--- config.mk ---
export PLATFORM = sky130hd
export DESIGN_NAME = serial_addsub_flat
export DESIGN_NICKNAME = d
export VERILOG_FILES = /design/src/rtl/serial_addsub_pkg.sv /design/src/rtl/serial_addsub_if.sv /design/src/rtl/serial_addsub_fa_bit.sv /design/src/rtl/serial_addsub.sv /design/src/flat_wrapper.sv
export SDC_FILE = /design/constraint.sdc
export NUM_CORES = 1
export LEC_CHECK = 0
export CAP_MARGIN = 20
export CORE_UTILIZATION = 51
export DETAILED_ROUTE_END_ITERATION = 12
export HOLD_SLACK_MARGIN = 0.12
export PLACE_DENSITY_LB_ADDON = 0.1
export SLEW_MARGIN = 10
export SYNTH_ARGS = -nofsm -noshare
export SYNTH_HDL_FRONTEND = slang
export SYNTH_SLANG_ARGS = --single-unit
--- constraint.sdc ---
create_clock -name clk -period 1.3 [get_ports clk]
set_input_delay 0.195 -clock clk [delete_from_list [all_inputs] [get_ports clk]]
set_output_delay 0.195 -clock clk [all_outputs]
set_load 0.02 [all_outputs]
--- src/rtl/serial_addsub_pkg.sv ---
// Shared types and defaults for the bit-serial add/subtract unit.
package serial_addsub_pkg;

   localparam int WIDTH_DEFAULT = 8;

   typedef enum logic [1:0] {
      IDLE = 2'd0,
      RUN  = 2'd1,
      DONE = 2'd2
   } state_t;

   // Carry-in seen by the adder for a given operation.
   function automatic logic initial_carry(input logic sub, input logic cin);
      return sub ? 1'b1 : cin;
   endfunction

endpackage

--- src/rtl/serial_addsub_if.sv ---
// Operand/result handshake bundle for serial_addsub.
// overflow exists only when SERIAL_ADDSUB_OVF_EN is defined.
interface serial_addsub_if #(
   parameter int WIDTH = serial_addsub_pkg::WIDTH_DEFAULT
);
   logic             start;
   logic             sub;
   logic             cin;
   logic [WIDTH-1:0] a;
   logic [WIDTH-1:0] b;
   logic             busy;
   logic             done;
   logic [WIDTH-1:0] sum;
   logic             cout;
`ifdef SERIAL_ADDSUB_OVF_EN
   logic             overflow;

   modport master (
      output start, sub, cin, a, b,
      input  busy, done, sum, cout, overflow
   );

   modport slave (
      input  start, sub, cin, a, b,
      output busy, done, sum, cout, overflow
   );
`else
   modport master (
      output start, sub, cin, a, b,
      input  busy, done, sum, cout
   );

   modport slave (
      input  start, sub, cin, a, b,
      output busy, done, sum, cout
   );
`endif
endinterface

--- src/rtl/serial_addsub_fa_bit.sv ---
// Combinational 1-bit full adder cell reused for every bit position.
module fa_bit (
   input  logic a,
   input  logic b,
   input  logic ci,
   output logic s,
   output logic co
);

   always_comb begin
      s  = a ^ b ^ ci;
      co = (a & b) | (a & ci) | (b & ci);
   end

endmodule

--- src/rtl/serial_addsub.sv ---
// Bit-serial add/subtract engine: one full adder plus carry FF, LSB first.
// Define SERIAL_ADDSUB_OVF_EN to register signed overflow alongside sum.
module serial_addsub
   import serial_addsub_pkg::*;
#(
   parameter int WIDTH = WIDTH_DEFAULT
) (
   input logic          clk,
   input logic          rst,
   serial_addsub_if.slave bus
);

   localparam int CNT_W = $clog2(WIDTH + 1);

   localparam logic [1:0] ST_IDLE = 2'(IDLE);
   localparam logic [1:0] ST_RUN  = 2'(RUN);
   localparam logic [1:0] ST_DONE = 2'(DONE);

   logic [1:0]       state;
   logic [WIDTH-1:0] sh_a;
   logic [WIDTH-1:0] sh_b;
   logic [WIDTH-1:0] sh_res;
   logic             carry;
   logic [CNT_W-1:0] count;

   logic             busy_q;
   logic             done_q;
   logic [WIDTH-1:0] sum_q;
   logic             cout_q;

   logic             fa_s;
   logic             fa_co;
   logic             load;
   logic             last_bit;

   fa_bit u_fa (
      .a  (sh_a[0]),
      .b  (sh_b[0]),
      .ci (carry),
      .s  (fa_s),
      .co (fa_co)
   );

   always_comb begin
      load     = bus.start && ((state == ST_IDLE) || (state == ST_DONE));
      last_bit = (state == ST_RUN) && (count == CNT_W'(WIDTH - 1));
   end

`ifdef SERIAL_ADDSUB_OVF_EN
   logic ovf_q;

   // Carry into the MSB is the carry FF on the final bit; carry out is fa_co.
   always_ff @(posedge clk) begin
      if (rst) begin
         ovf_q <= 1'b0;
      end else if (last_bit) begin
         ovf_q <= carry ^ fa_co;
      end
   end

   assign bus.overflow = ovf_q;
`endif

   always_ff @(posedge clk) begin
      if (rst) begin
         state  <= ST_IDLE;
         sh_a   <= '0;
         sh_b   <= '0;
         sh_res <= '0;
         carry  <= 1'b0;
         count  <= '0;
         busy_q <= 1'b0;
         done_q <= 1'b0;
         sum_q  <= '0;
         cout_q <= 1'b0;
      end else begin
         done_q <= 1'b0;
         case (state)
            ST_IDLE, ST_DONE: begin
               if (load) begin
                  sh_a   <= bus.a;
                  sh_b   <= bus.sub ? ~bus.b : bus.b;
                  carry  <= initial_carry(bus.sub, bus.cin);
                  count  <= '0;
                  busy_q <= 1'b1;
                  state  <= ST_RUN;
               end else begin
                  state  <= ST_IDLE;
               end
            end
            ST_RUN: begin
               sh_res <= {fa_s, sh_res[WIDTH-1:1]};
               sh_a   <= sh_a >> 1;
               sh_b   <= sh_b >> 1;
               carry  <= fa_co;
               count  <= count + 1'b1;
               if (last_bit) begin
                  // sh_res is not yet updated here, so splice the final bit in directly.
                  sum_q  <= {fa_s, sh_res[WIDTH-1:1]};
                  cout_q <= fa_co;
                  busy_q <= 1'b0;
                  done_q <= 1'b1;
                  state  <= ST_DONE;
               end
            end
            default: begin
               state  <= ST_IDLE;
               busy_q <= 1'b0;
            end
         endcase
      end
   end

   assign bus.busy = busy_q;
   assign bus.done = done_q;
   assign bus.sum  = sum_q;
   assign bus.cout = cout_q;

endmodule

--- src/flat_wrapper.sv ---
// flat-port wrapper written by rule: the top's interface ports become plain ports
module serial_addsub_flat import serial_addsub_pkg::*;
#(
   parameter int WIDTH = WIDTH_DEFAULT
)
  (clk, rst, bus_start, bus_sub, bus_cin, bus_a, bus_b, bus_busy, bus_done, bus_sum, bus_cout);
  serial_addsub_if #(.WIDTH(WIDTH)) bus_i ();
  input logic clk;
  input logic rst;
  input wire logic [$bits(bus_i.start)-1:0] bus_start;
  input wire logic [$bits(bus_i.sub)-1:0] bus_sub;
  input wire logic [$bits(bus_i.cin)-1:0] bus_cin;
  input wire logic [$bits(bus_i.a)-1:0] bus_a;
  input wire logic [$bits(bus_i.b)-1:0] bus_b;
  output wire logic [$bits(bus_i.busy)-1:0] bus_busy;
  output wire logic [$bits(bus_i.done)-1:0] bus_done;
  output wire logic [$bits(bus_i.sum)-1:0] bus_sum;
  output wire logic [$bits(bus_i.cout)-1:0] bus_cout;
  assign bus_i.start = bus_start;
  assign bus_i.sub = bus_sub;
  assign bus_i.cin = bus_cin;
  assign bus_i.a = bus_a;
  assign bus_i.b = bus_b;
  assign bus_busy = bus_i.busy;
  assign bus_done = bus_i.done;
  assign bus_sum = bus_i.sum;
  assign bus_cout = bus_i.cout;
  serial_addsub #(.WIDTH(WIDTH)) u_core (.clk(clk), .rst(rst), .bus(bus_i));
endmodule
---- Yosys cells after proc, flatten, opt, wreduce, memory -nomap -nowiden ----
Index checks and enable logic that the tools add are counted.
cells by class
  $add $sub $neg .......................... 1
  equality and inequality tests ........... 5
  multiplexer cells ....................... 17
  bitwise operators ....................... 9
  reduce and logical (&&, ||, !) cells .... 10
operators by type and width
  operator                                                         count
  8-bit one-hot mux with 2 select lines                            2
  8-bit 2-to-1 mux                                                 3
  8-bit inverter                                                   1
  4-bit one-hot mux with 2 select lines                            1
  1-bit 2-to-1 mux                                                 6
  2-bit AND reduction                                              3
  4-bit by 1-bit adder with 4-bit output, second input constant    1
  4-bit by 3-bit == test with 1-bit output, second input constant  1
  4-bit 2-to-1 mux                                                 1
  2-bit by 1-bit != test with 1-bit output, second input constant  2
  1-bit one-hot mux with 2 select lines                            2
  2-bit one-hot mux with 2 select lines                            1
  2-bit OR reduction                                               2
  1-bit AND                                                        3
  2-bit by 1-bit == test with 1-bit output, second input constant  1
  2-bit == test, second input constant                             1
  1-bit logical AND                                                2
  2-bit zero test                                                  1
  2-bit 2-to-1 mux                                                 1
  1-bit OR                                                         2
  2-bit nonzero test                                               1
  1-bit bitwise XOR                                                2
  1-bit logical OR                                                 1
  1-bit inverter                                                   1
storage, ports and cells
  bits in registers ....................... 42
  input bits .............................. 21
  output and inout bits ................... 11
  word-level logic and storage cells ...... 52

---- Logic depth before layout (Yosys ltp) ----
Gate-level depths: netlist (run 1).
  depth in word-level cells ............... 5
  depth in mapped cells ................... 5
  depth with buffers taken out ............ 4

---- Hierarchy ----
A second synthesis (run 1) with hierarchy kept.
second synthesis, totals
  cells, all modules ...................... 197
  area, all modules ....................... 1,735.4 um2
modules (own cells, without submodules)
  module         times used  cells each  area each (um2)
  serial_addsub  1           196         1,715.4
  fa_bit         1           1           20.0

---- Least setup slack after synthesis (run 1) ----
Ideal clock, no wire load.
  kind .................................... reg-to-reg
  start point ............................. register u_core.count[0]
  end point ............................... register u_core.cout_q, in the netlist u_core.bus.cout
  arrival ................................. 1.093 ns
  required time ........................... 1.228 ns
  slack ................................... 0.136 ns
  cell stages (with the launch flop) ...... 5
  buffers on the path ..................... 0
  clock period less this slack ............ 1.164 ns
  cells stage by stage .................... dfxtp_1 > ha_1 > nand3b_2 > nor2_8 > mux2i_1
on the way
  word-level cells in the longest chain between the ends .. 3
ends and longest elaborated chain
  element                                   RTL line              RTL
  start, declared                           serial_addsub.sv:24   logic [CNT_W-1:0] count;
  start signal, assigned                    serial_addsub.sv:96   count <= count + 1'b1;
  4-bit by 3-bit == test with 1-bit output  serial_addsub.sv:46   last_bit = (state == ST_RUN) && (count == CNT_W'(WIDTH - 1));
  1-bit logical AND                         serial_addsub.sv:46
  2-bit AND reduction (no line)             --
  end signal, assigned                      serial_addsub.sv:100  cout_q <= fa_co;
  end, declared                             serial_addsub.sv:29   logic cout_q;
No other way between the ends.
A chain may end at the register's enable or synchronous reset.

---- Worst setup path after layout (run 1) ----
  start point ............................. register u_core.count[1]
  end point ............................... register u_core.sum_q[0], in the netlist u_core.bus.sum[0]
on the way
  word-level cells in the longest chain between the ends .. 3
ends and longest elaborated chain
  element                                   RTL line             RTL
  4-bit by 3-bit == test with 1-bit output  serial_addsub.sv:46
  1-bit logical AND                         serial_addsub.sv:46
  2-bit AND reduction (no line)             --
  end signal, assigned                      serial_addsub.sv:99  sum_q <= {fa_s, sh_res[WIDTH-1:1]};
  end, declared                             serial_addsub.sv:28  logic [WIDTH-1:0] sum_q;
No other way between the ends.

==> results of run 1 <==
cell type report:
class	count	area, um^2
repair buffers	48	450
flip-flops and latches	41	821
multi-input cells	137	890
well taps	46	57.6
fillers	265	1060
clock buffers	7	55.1
critical path: cells and delay by family, from the launching register on:
kind	cells	cell delay (ns)
adders and majority gates	1	0.23
DFF	1	0.38
muxes	1	0.21
and+or+nand+nor	2	0.35
sequential cells by signal, summed over array words and instances (netlist names):
signal and count:
u_core.sh_res 7, u_core.sh_a 8, u_core.bus.busy 1, u_core.sh_b 8
u_core.bus.sum 8, u_core.carry 1, u_core.count 4, u_core.bus.done 1
u_core.bus.cout 1, u_core.state 2
final timing paths:
path | from | to | slack (ns) | depth (start not counted)
setup / recovery | u_core.count[1] | u_core.bus.sum[0] | 0.07 | 4
hold / removal | bus_a[7] | u_core.sh_a[7] | 0.40 | 3
setup reg to reg | u_core.count[1] | u_core.bus.sum[0] | 0.07 | 4
hold reg to reg | u_core.sh_res[1] | u_core.sh_res[1] | 0.47 | 2
logic make-up after synthesis:
logic type | Yosys count | share of synthesized area, %
AND/OR/NAND/NOR | 70 | 21.3
AO/OA/AOI/OAI | 45 | 15.2
flip-flops | 41 | 46.1
buffers and inverters | 16 | 5.27
multiplexers | 11 | 6.32
XOR/XNOR | 8 | 3.93
adder cells (fa/ha/maj) | 2 | 1.83
routing by layer:
layer	vias to the layer above	wire length, um	GRT usage, %
met5	-	0	0
met4	0	49	8.77
met3	6	157	5.04
met2	40	1840	37.4
met1	685	1490	24.9
li1	748	-	-
through the flow:
stage / std cells / setup TNS (ns) / total power, W / utilization [%]
2_1_floorplan: 193 / 0 / 0.00158 / -
3_3_place_gp: 271 / -2.08 / 0.00171 / 66.2
3_5_place_dp: 271 / -2.51 / 0.00173 / 66.2
4_1_cts: 278 / 0 / 0.00236 / 67.4
5_1_grt: 279 / 0 / 0.00247 / 68.1
6_report: 279 / 0 / 0.00234 / 68.1
what timing repair did:
item                       4_1_cts  5_1_grt
gates cloned                     0        1
setup endpoints to repair       11       11
gates resized for setup         11        3
pin swaps                        0        1
cell usage in the layout, fill, tap and decap left out, types with 9 or more instances in the layout:
master / instances
clkdlybuf4s50_1: 20
dlygate4sd2_1: 10
buf_4: 15
nand3_1: 19
nand2b_1: 22
a21oi_1: 27
nand2_1: 18
mux2i_1: 9
dfxtp_1: 41
a22oi_1: 14
where the power goes:
group	total (W)	switching, W	internal, W
clock network	0.000640	0.000384	0.000256
registers	0.00134	0.0000311	0.00131
logic	0.000363	0.000179	0.000185
total	0.00234	0.000595	0.00175
==> impl_metrics.csv, run 1 <==
group,metric,value,unit
worst_setup_path,crit_fanout,5,
yosys,synth-seq-cells,41,
clock_tree,clkSinkCount,41,
worst_setup_path,critPathMaxStageDelay,0.38,ns
sta,slew-limit-headroom,83.0,%
yosys,synth_top_cell_area_share,46.1,%
drt,first_pass_iters,4,
min_path,hold_class,"primary input to register",
clock_tree,cts.clk_slew.worst_paths,0.11,ns
sta,setup_viol,0,
yosys,synth_area,1780,um^2
worst_setup_path,critPathCaptureType,"register",
drt,routed_wl,3.53,mm
sta,hold_viol,0,
worst_setup_path,critPathRequiredTime,1.57,ns
placed_design,gp_congestion,0.746,
yosys,synth_edf_count,0,
sta,clock_skew,0.00872,ns
layout,area_growth,27.6,%
sta,slew_viol_final,0,
yosys,yosysSeqAreaShare,46.1,%
die,row_count,21,
clock_tree,cts_tree,"yes",
yosys,yosysTopAreaCell,"dfxtp_1",
global_routing,grt_pass1_vias,1371,
power_and_ir_drop,p_per_area,1030,nW/um^2
yosys,yosysMostFrequentCell,"dfxtp_1",
clock_tree,cts_root_buf,"clkbuf_4",
yosys,synth.area.top_cells,"dfxtp_1 (46%), nand2b_1 (7.7%), a21oi_1 (7.6%)",
clock_tree,cts_buffer_depth,2,
drt,post-route-drc-count,0,
placed_design,hpwl,2.52,mm
yosys,synthArstFlopShare,0,%
clock_tree,cts_buffers,5,
sta,timing.hold.ws,0.398,ns
outcome,status,"finished, final reports clean",
die,die_x,61.1,um
yosys,synth_cell_type_count,28,
global_routing,grt_max_degree,21,
sta,period_share,95.0,%
die,design.core.area,3340,um^2
yosys,synth.avg_cell_area,9.23,um^2
sta,worstMarginPinSlew,0.255,ns
sta,period_needed,1.23,ns
die,initial_core_util,53.4,%
yosys,ys.warnings.count,0,
drt,vias_per_cell,5.30,
drt,vias,1479,
yosys,syn_inst,193,
yosys,ys.flop_type,"dfxtp_1",
sta,rsz0062_at_grt,"false",
power_and_ir_drop,peakVddDrop,595,uV
drt,final_antenna_net_count,0,
layout,final_area,2270,um^2
sta,fmax,0.810,GHz
yosys,synthTopCellsByCount,"dfxtp_1 (41), a21oi_1 (27), nand2b_1 (22)",
worst_setup_path,critical_path_arrival,1.51,ns
layout,diodes,0,
run,drv_cap,0,
global_routing,antenna_found_initial,0,
drt,first_iter_violations,85,
worst_setup_path,path_cells,"ha_2 > nand3b_4 > nor2_8 > mux2i_1",
die,die_area,3730,um^2
clock_tree,clock_latency,0.35,ns
drt,wire_per_inst,12.6,um
die,num_io_pins,32,
placed_design,dp_worst_setup_slack,-0.201,ns
clock_tree,cts_setup_buffers,0,
placed_design,port_buffers,31,
power_and_ir_drop,p_leak,0.904,nW
clock_tree,htree_levels,2,
worst_setup_path,crit_type,"register to register",
worst_setup_path,cp-start-kind,"register",
die,fp.dieH,61.1,um
sta,fin_ws,0.0654,ns
clock_tree,hold_buffers,0,
global_routing,grt_util_all_layers,21.3,%
yosys,syn-num-nets,216,
placed_design,placed_cell_area,2210,um^2
layout,layout-drive-gt1-share,12.4,%
global_routing,grt_pass1_wl,5.81,mm
global_routing,gr-total-overflow,0,
worst_setup_path,crit_slowest_cell,"dfxtp_1",
layout,final_nets,256,
Note: power is estimated with default switching activity, not from simulation.
==> inputs of run 2 (changes only) <==
- CORE_ASPECT_RATIO: default -> 0.9
==> run 2 against run 1 <==
  * Largest cell class unchanged
  * Critical endpoint is now u_core.bus.sum[1]
  * Count of clock-buffer cells in the layout down 2
  * Via count increased by 0.54%
  * Largest power group unchanged
  * Setup slack lost 0.0065 ns
  * Clock power is 55% higher
==> impl_metrics.csv, run 2 (synthesis results as in run 1) <==
group,metric,value,unit
sta,slew_viol_final,0,
clock_tree,hold_buffers,0,
sta,setup_viol,0,
die,initial_core_util,55.9,%
drt,vias_per_cell,5.43,
sta,slew-limit-headroom,80.4,%
placed_design,gp_congestion,0.895,
drt,final_antenna_net_count,0,
sta,period_share,95.5,%
global_routing,grt_max_degree,31,
power_and_ir_drop,p_total,0.00271,W
placed_design,hpwl,2.55,mm
die,die_x,64.3,um
layout,fillers,246,
placed_design,placed_cell_area,2200,um^2
clock_tree,clock_latency,0.30,ns
sta,period_needed,1.24,ns
worst_setup_path,cp-start-kind,"register",
layout,most-common-layout-cells,"dfxtp_1 (41), a21oi_1 (27), nand2b_1 (21)",
worst_setup_path,critPathCaptureType,"register",
power_and_ir_drop,p_per_area,1170,nW/um^2
worst_setup_path,critPathMaxStageDelay,0.37,ns
die,num_io_pins,32,
layout,layout-drive-gt1-share,12.9,%
global_routing,antenna_found_initial,0,
clock_tree,clkSinkCount,41,
layout,layout_commonest_cell,"dfxtp_1",
drt,first_iter_violations,82,
placed_design,dp_worst_setup_slack,-0.178,ns
die,fp.dieH,58.1,um
run,drv_cap,0,
global_routing,grt_pass1_vias,1414,
layout,area_growth,30.0,%
clock_tree,cts.clk_slew.worst_paths,0.07,ns
die,die_area,3730,um^2
sta,timing.hold.ws,0.453,ns
die,row_count,19,
clock_tree,cts_buffers,5,
power_and_ir_drop,peakVddDrop,823,uV
sta,fmax,0.806,GHz
die,design.core.area,3190,um^2
clock_tree,cts_tree,"yes",
drt,post-route-drc-count,0,
drt,vias,1487,
worst_setup_path,critical_path_arrival,1.47,ns
worst_setup_path,crit_slowest_cell,"dfxtp_1",
layout,post-route-util,72.7,%
sta,fin_ws,0.0589,ns
sta,hold_viol,0,
layout,final_nets,255,
worst_setup_path,path_cells,"ha_2 > nand3b_4 > nor2_4 > mux2i_1",
worst_setup_path,crit_fanout,5,
power_and_ir_drop,p_leak,0.928,nW
layout,final_area,2320,um^2
placed_design,port_buffers,31,
global_routing,gr-total-overflow,0,
sta,worstMarginPinSlew,0.293,ns
worst_setup_path,critPathRequiredTime,1.53,ns
worst_setup_path,crit_type,"register to register",
clock_tree,cts_buffer_depth,2,
clock_tree,cts_root_buf,"clkbuf_8",
clock_tree,htree_levels,2,
min_path,hold_class,"primary input to register",
layout,diodes,0,
global_routing,grt_pass1_wl,6.35,mm
drt,wire_per_inst,14.1,um
drt,routed_wl,3.86,mm
sta,clock_skew,0.00333,ns
drt,first_pass_iters,4,
outcome,status,"finished, final reports clean",
global_routing,grt_util_all_layers,22.7,%
## run 2: cell count changes in the layout (fill, tap and decap cells not counted), sizes merged
cell           delta
bufinv            +1
clkbuf            -2
clkinv            +1
buf               -1
dlygate4sd2       +1
clkdlybuf4s15     -1
## run 2: final timing paths
path / depth (start not counted) / startpoint / slack (ns) / endpoint
worst min-delay path: 3 / bus_a[7] / 0.45 / u_core.sh_a[7]
worst max-delay path: 4 / u_core.count[1] / 0.06 / u_core.bus.sum[1]
worst max register to register: 4 / u_core.count[1] / 0.06 / u_core.bus.sum[1]
worst min register to register: 2 / u_core.sh_res[1] / 0.46 / u_core.sh_res[1]
## run 2: worst max-delay path: cells and delay by family (launching register included)
| family | cells | cell delay, ns |
|---|---|---|
| adder cells (fa/ha/maj) | 1 | 0.23 |
| flip-flops | 1 | 0.37 |
| multiplexers | 1 | 0.20 |
| AND/OR/NAND/NOR | 2 | 0.37 |
## run 2: layout make-up
type                    count  area (um^2)  share of cell area [%]
multi-input cells         137          897                    38.7
clock buffers               5         68.8                    2.97
well taps                  42         52.6                    2.27
repair buffers             47          442                    19.1
clock inverters             2         35.0                    1.51
flip-flops and latches     41          821                    35.4
## run 2: where the power goes
group / internal (W) / total, W / switching [W]
combinational: 0.000187 / 0.000374 / 0.000187
sequential: 0.00131 / 0.00134 / 0.0000338
clock: 0.000558 / 0.000991 / 0.000433
total: 0.00205 / 0.00271 / 0.000654
## run 2: per-stage QoR
| stage | std cells | setup TNS (ns) |
|---|---|---|
| 2_1_floorplan | 193 | 0 |
| 4_1_cts | 274 | 0 |
| 3_5_place_dp | 266 | -2.41 |
| 5_1_grt | 274 | -0.00824 |
| 3_3_place_gp | 266 | -1.07 |
| 6_report | 274 | 0 |
## run 2: repair_timing
item                                    CTS  global route
endpoints found under the setup margin   14            10
pin swaps                                 1             2
gates cloned                              1             0
buffers inserted                          0             0
gates resized for setup                  12             2
## run 2: routing by layer
metal | GRT usage, % | routed length, um | share of wire, % | vias to the layer above
li1 | - | - | - | 747
met1 | 27.6 | 1770 | 46 | 703
met2 | 37.4 | 1870 | 48 | 30
met3 | 7.09 | 155 | 4.0 | 7
met4 | 9.52 | 65 | 1.7 | 0
met5 | 0 | 0 | 0 | -
==> edit (config.mk and constraints of run 1) <==
Change the package constant `WIDTH_DEFAULT` from 8 to 16.
--- a/src/rtl/serial_addsub_pkg.sv
+++ b/src/rtl/serial_addsub_pkg.sv
@@ -1,7 +1,7 @@
 // Shared types and defaults for the bit-serial add/subtract unit.
 package serial_addsub_pkg;
 
-   localparam int WIDTH_DEFAULT = 8;
+   localparam int WIDTH_DEFAULT = 16;
 
    typedef enum logic [1:0] {
       IDLE = 2'd0,
Ports: changed (resized bus_a, bus_b and bus_sum); port bits go from 32 to 56. No check against the original RTL was run, so the function may have changed too.
==> edit against run 1 <==
The run now ends with setup timing left; synthesized cell count up 65%; final area rose by 75%; final cell count rose by 65%; global-route usage increased by 0.33 points; non-clock buffer count rose by 36; combinational power grew 70%; sequential cell count increased by 33; setup slack lost 0.23 ns; synthesized area increased by 67%; total power grew 110%; routed wire length increased by 77%; critical path type unchanged; critical endpoint is now u_core.bus.sum[5]; largest cell class is now flip-flops and latches.
==> edit: results <==
[cts]
cts.sinks = 74
htree_levels = 3
clk_latency_ns = 0.35
cts-root-buf = "clkbuf_8"
clk_pin_slew_ns = 0.08
clock_path_buffers = 2

[sta]
finClkSkew_ns = 0.007387
fin_ws_ns = -0.1660
relSlewSlack = 0.8166
setup_viol = 18
holdWs_ns = 0.3026

[cells_and_area]
n_antenna_cell = 0
seq_share = 0.3737
fillCellCount = 460
finalCoreUtilization = 0.7136
nets = 423
drive_gt1_frac = 0.1598
clock_buffers = 9
bufAreaShareNonClock = 0.2067
n_all_buffers = 84
clock_area_frac = 0.05631
multi_input_gates = 213
inverters = 1
multi_input_area_share = 0.3397

[yosys]
synth_nets = 359
yosys_warnings = 0
synth-seq-area-share = 0.4969
synth.top_cells.by_area = "dfxtp_1 (50%), a21oi_1 (8.9%), a22oi_1 (7.6%)"
synth_commonest_cells = "dfxtp_1 (74), a21oi_1 (53), nand3_1 (37)"
ys_async_sr_fraction = 0
ys_types = 31

[status]
failed_checks = "setup timing"
status = "finished, violations left"

[drt]
drt_iter0_drc = 132
drt-met1-wl_mm = 2.758
wl_mm = 6.232
vias = 2492
wl_met2_mm = 3.137
wl_met3_um = 255

[place]
gp_congestion = 0.7282
place_area_um2 = 3699
dp_hpwl_mm = 4.076
portBuffers = 55
dpl_worst_slack_ns = -0.1922

[grt]
grt_start_max_net_pins = 41
met1_usage = 0.2545
grt_pass1_vias = 2313
grtUsageMet3 = 0.05930
grt_pass1_wl_mm = 10.40
grt_usage = 0.2164
met2_usage = 0.3719

[setup_path]
slowest_delay_ns = 0.34
cp.arrival_ns = 1.71
crit_slowest_cell = "dfxtp_2"
cp_max_fo = 11
cp_top_family = "simple AND/OR/NAND/NOR gates"

[power]
ir_worst_vdd_uv = 773.1
p_leak_nw = 1.561
[edit: cell types whose count changed in the layout (fill, tap and decap cells not counted), sizes merged, moves of 9 or more]
cell           change
dlygate4sd2        +9
mux2i              -9
a21oi             +27
a22o              +16
nand2             +17
nand3             +18
clkdlybuf4s50     +15
buf               +13
nand2b            -18
a22oi             +16
dfxtp             +33
[edit: metrics by stage]
stage,std cells,setup TNS [ns]
floorplan,319,-2.096
global placement,439,-5.673
detailed placement,439,-7.228
CTS,456,-2.443
global route,460,-3.582
finish,460,-2.332
[edit: logic make-up (layout without fill, tap and decap cells)]
logic type | Yosys count | after routing | synth area share
AOI/OAI and AO/OA | 105 | 105 | 0.2291
xor gates and xnor gates | 16 | 16 | 0.04700
adders and majority gates | 3 | 3 | 0.01511
buffers and inverters | 32 | 101 | 0.06546
DFF | 74 | 74 | 0.4969
muxes | 2 | 2 | 0.008811
and+or+nand+nor | 87 | 87 | 0.1376
[edit: timing repair]
action / in CTS / in global routing
gates resized for setup: 23 / 6
buffers inserted: 2 / 5
setup endpoints to repair: 79 / 54
pin swaps: 9 / 6
[edit: path summary, 6_finish.rpt]
path / depth (start not counted) / startpoint / to
worst max register to register: 7 / u_core.count[0] / u_core.bus.sum[5]
worst min-delay path: 3 / rst / u_core.count[3]
worst min register to register: 2 / u_core.sh_res[1] / u_core.sh_res[1]
worst max-delay path: 7 / u_core.count[0] / u_core.bus.sum[5]
[edit: worst min-delay path: stages]
cell	delay, ns
buf_2	0.17
nor2_1	0.11
mux2_4	0.14
[edit: power by group]
group / internal (mW) / leakage, nW / total, mW / switching (mW)
registers: 2.36 / 0.604 / 2.41 / 0.0540
logic: 0.307 / 0.842 / 0.617 / 0.310
clock network: 1.10 / 0.115 / 2.00 / 0.898
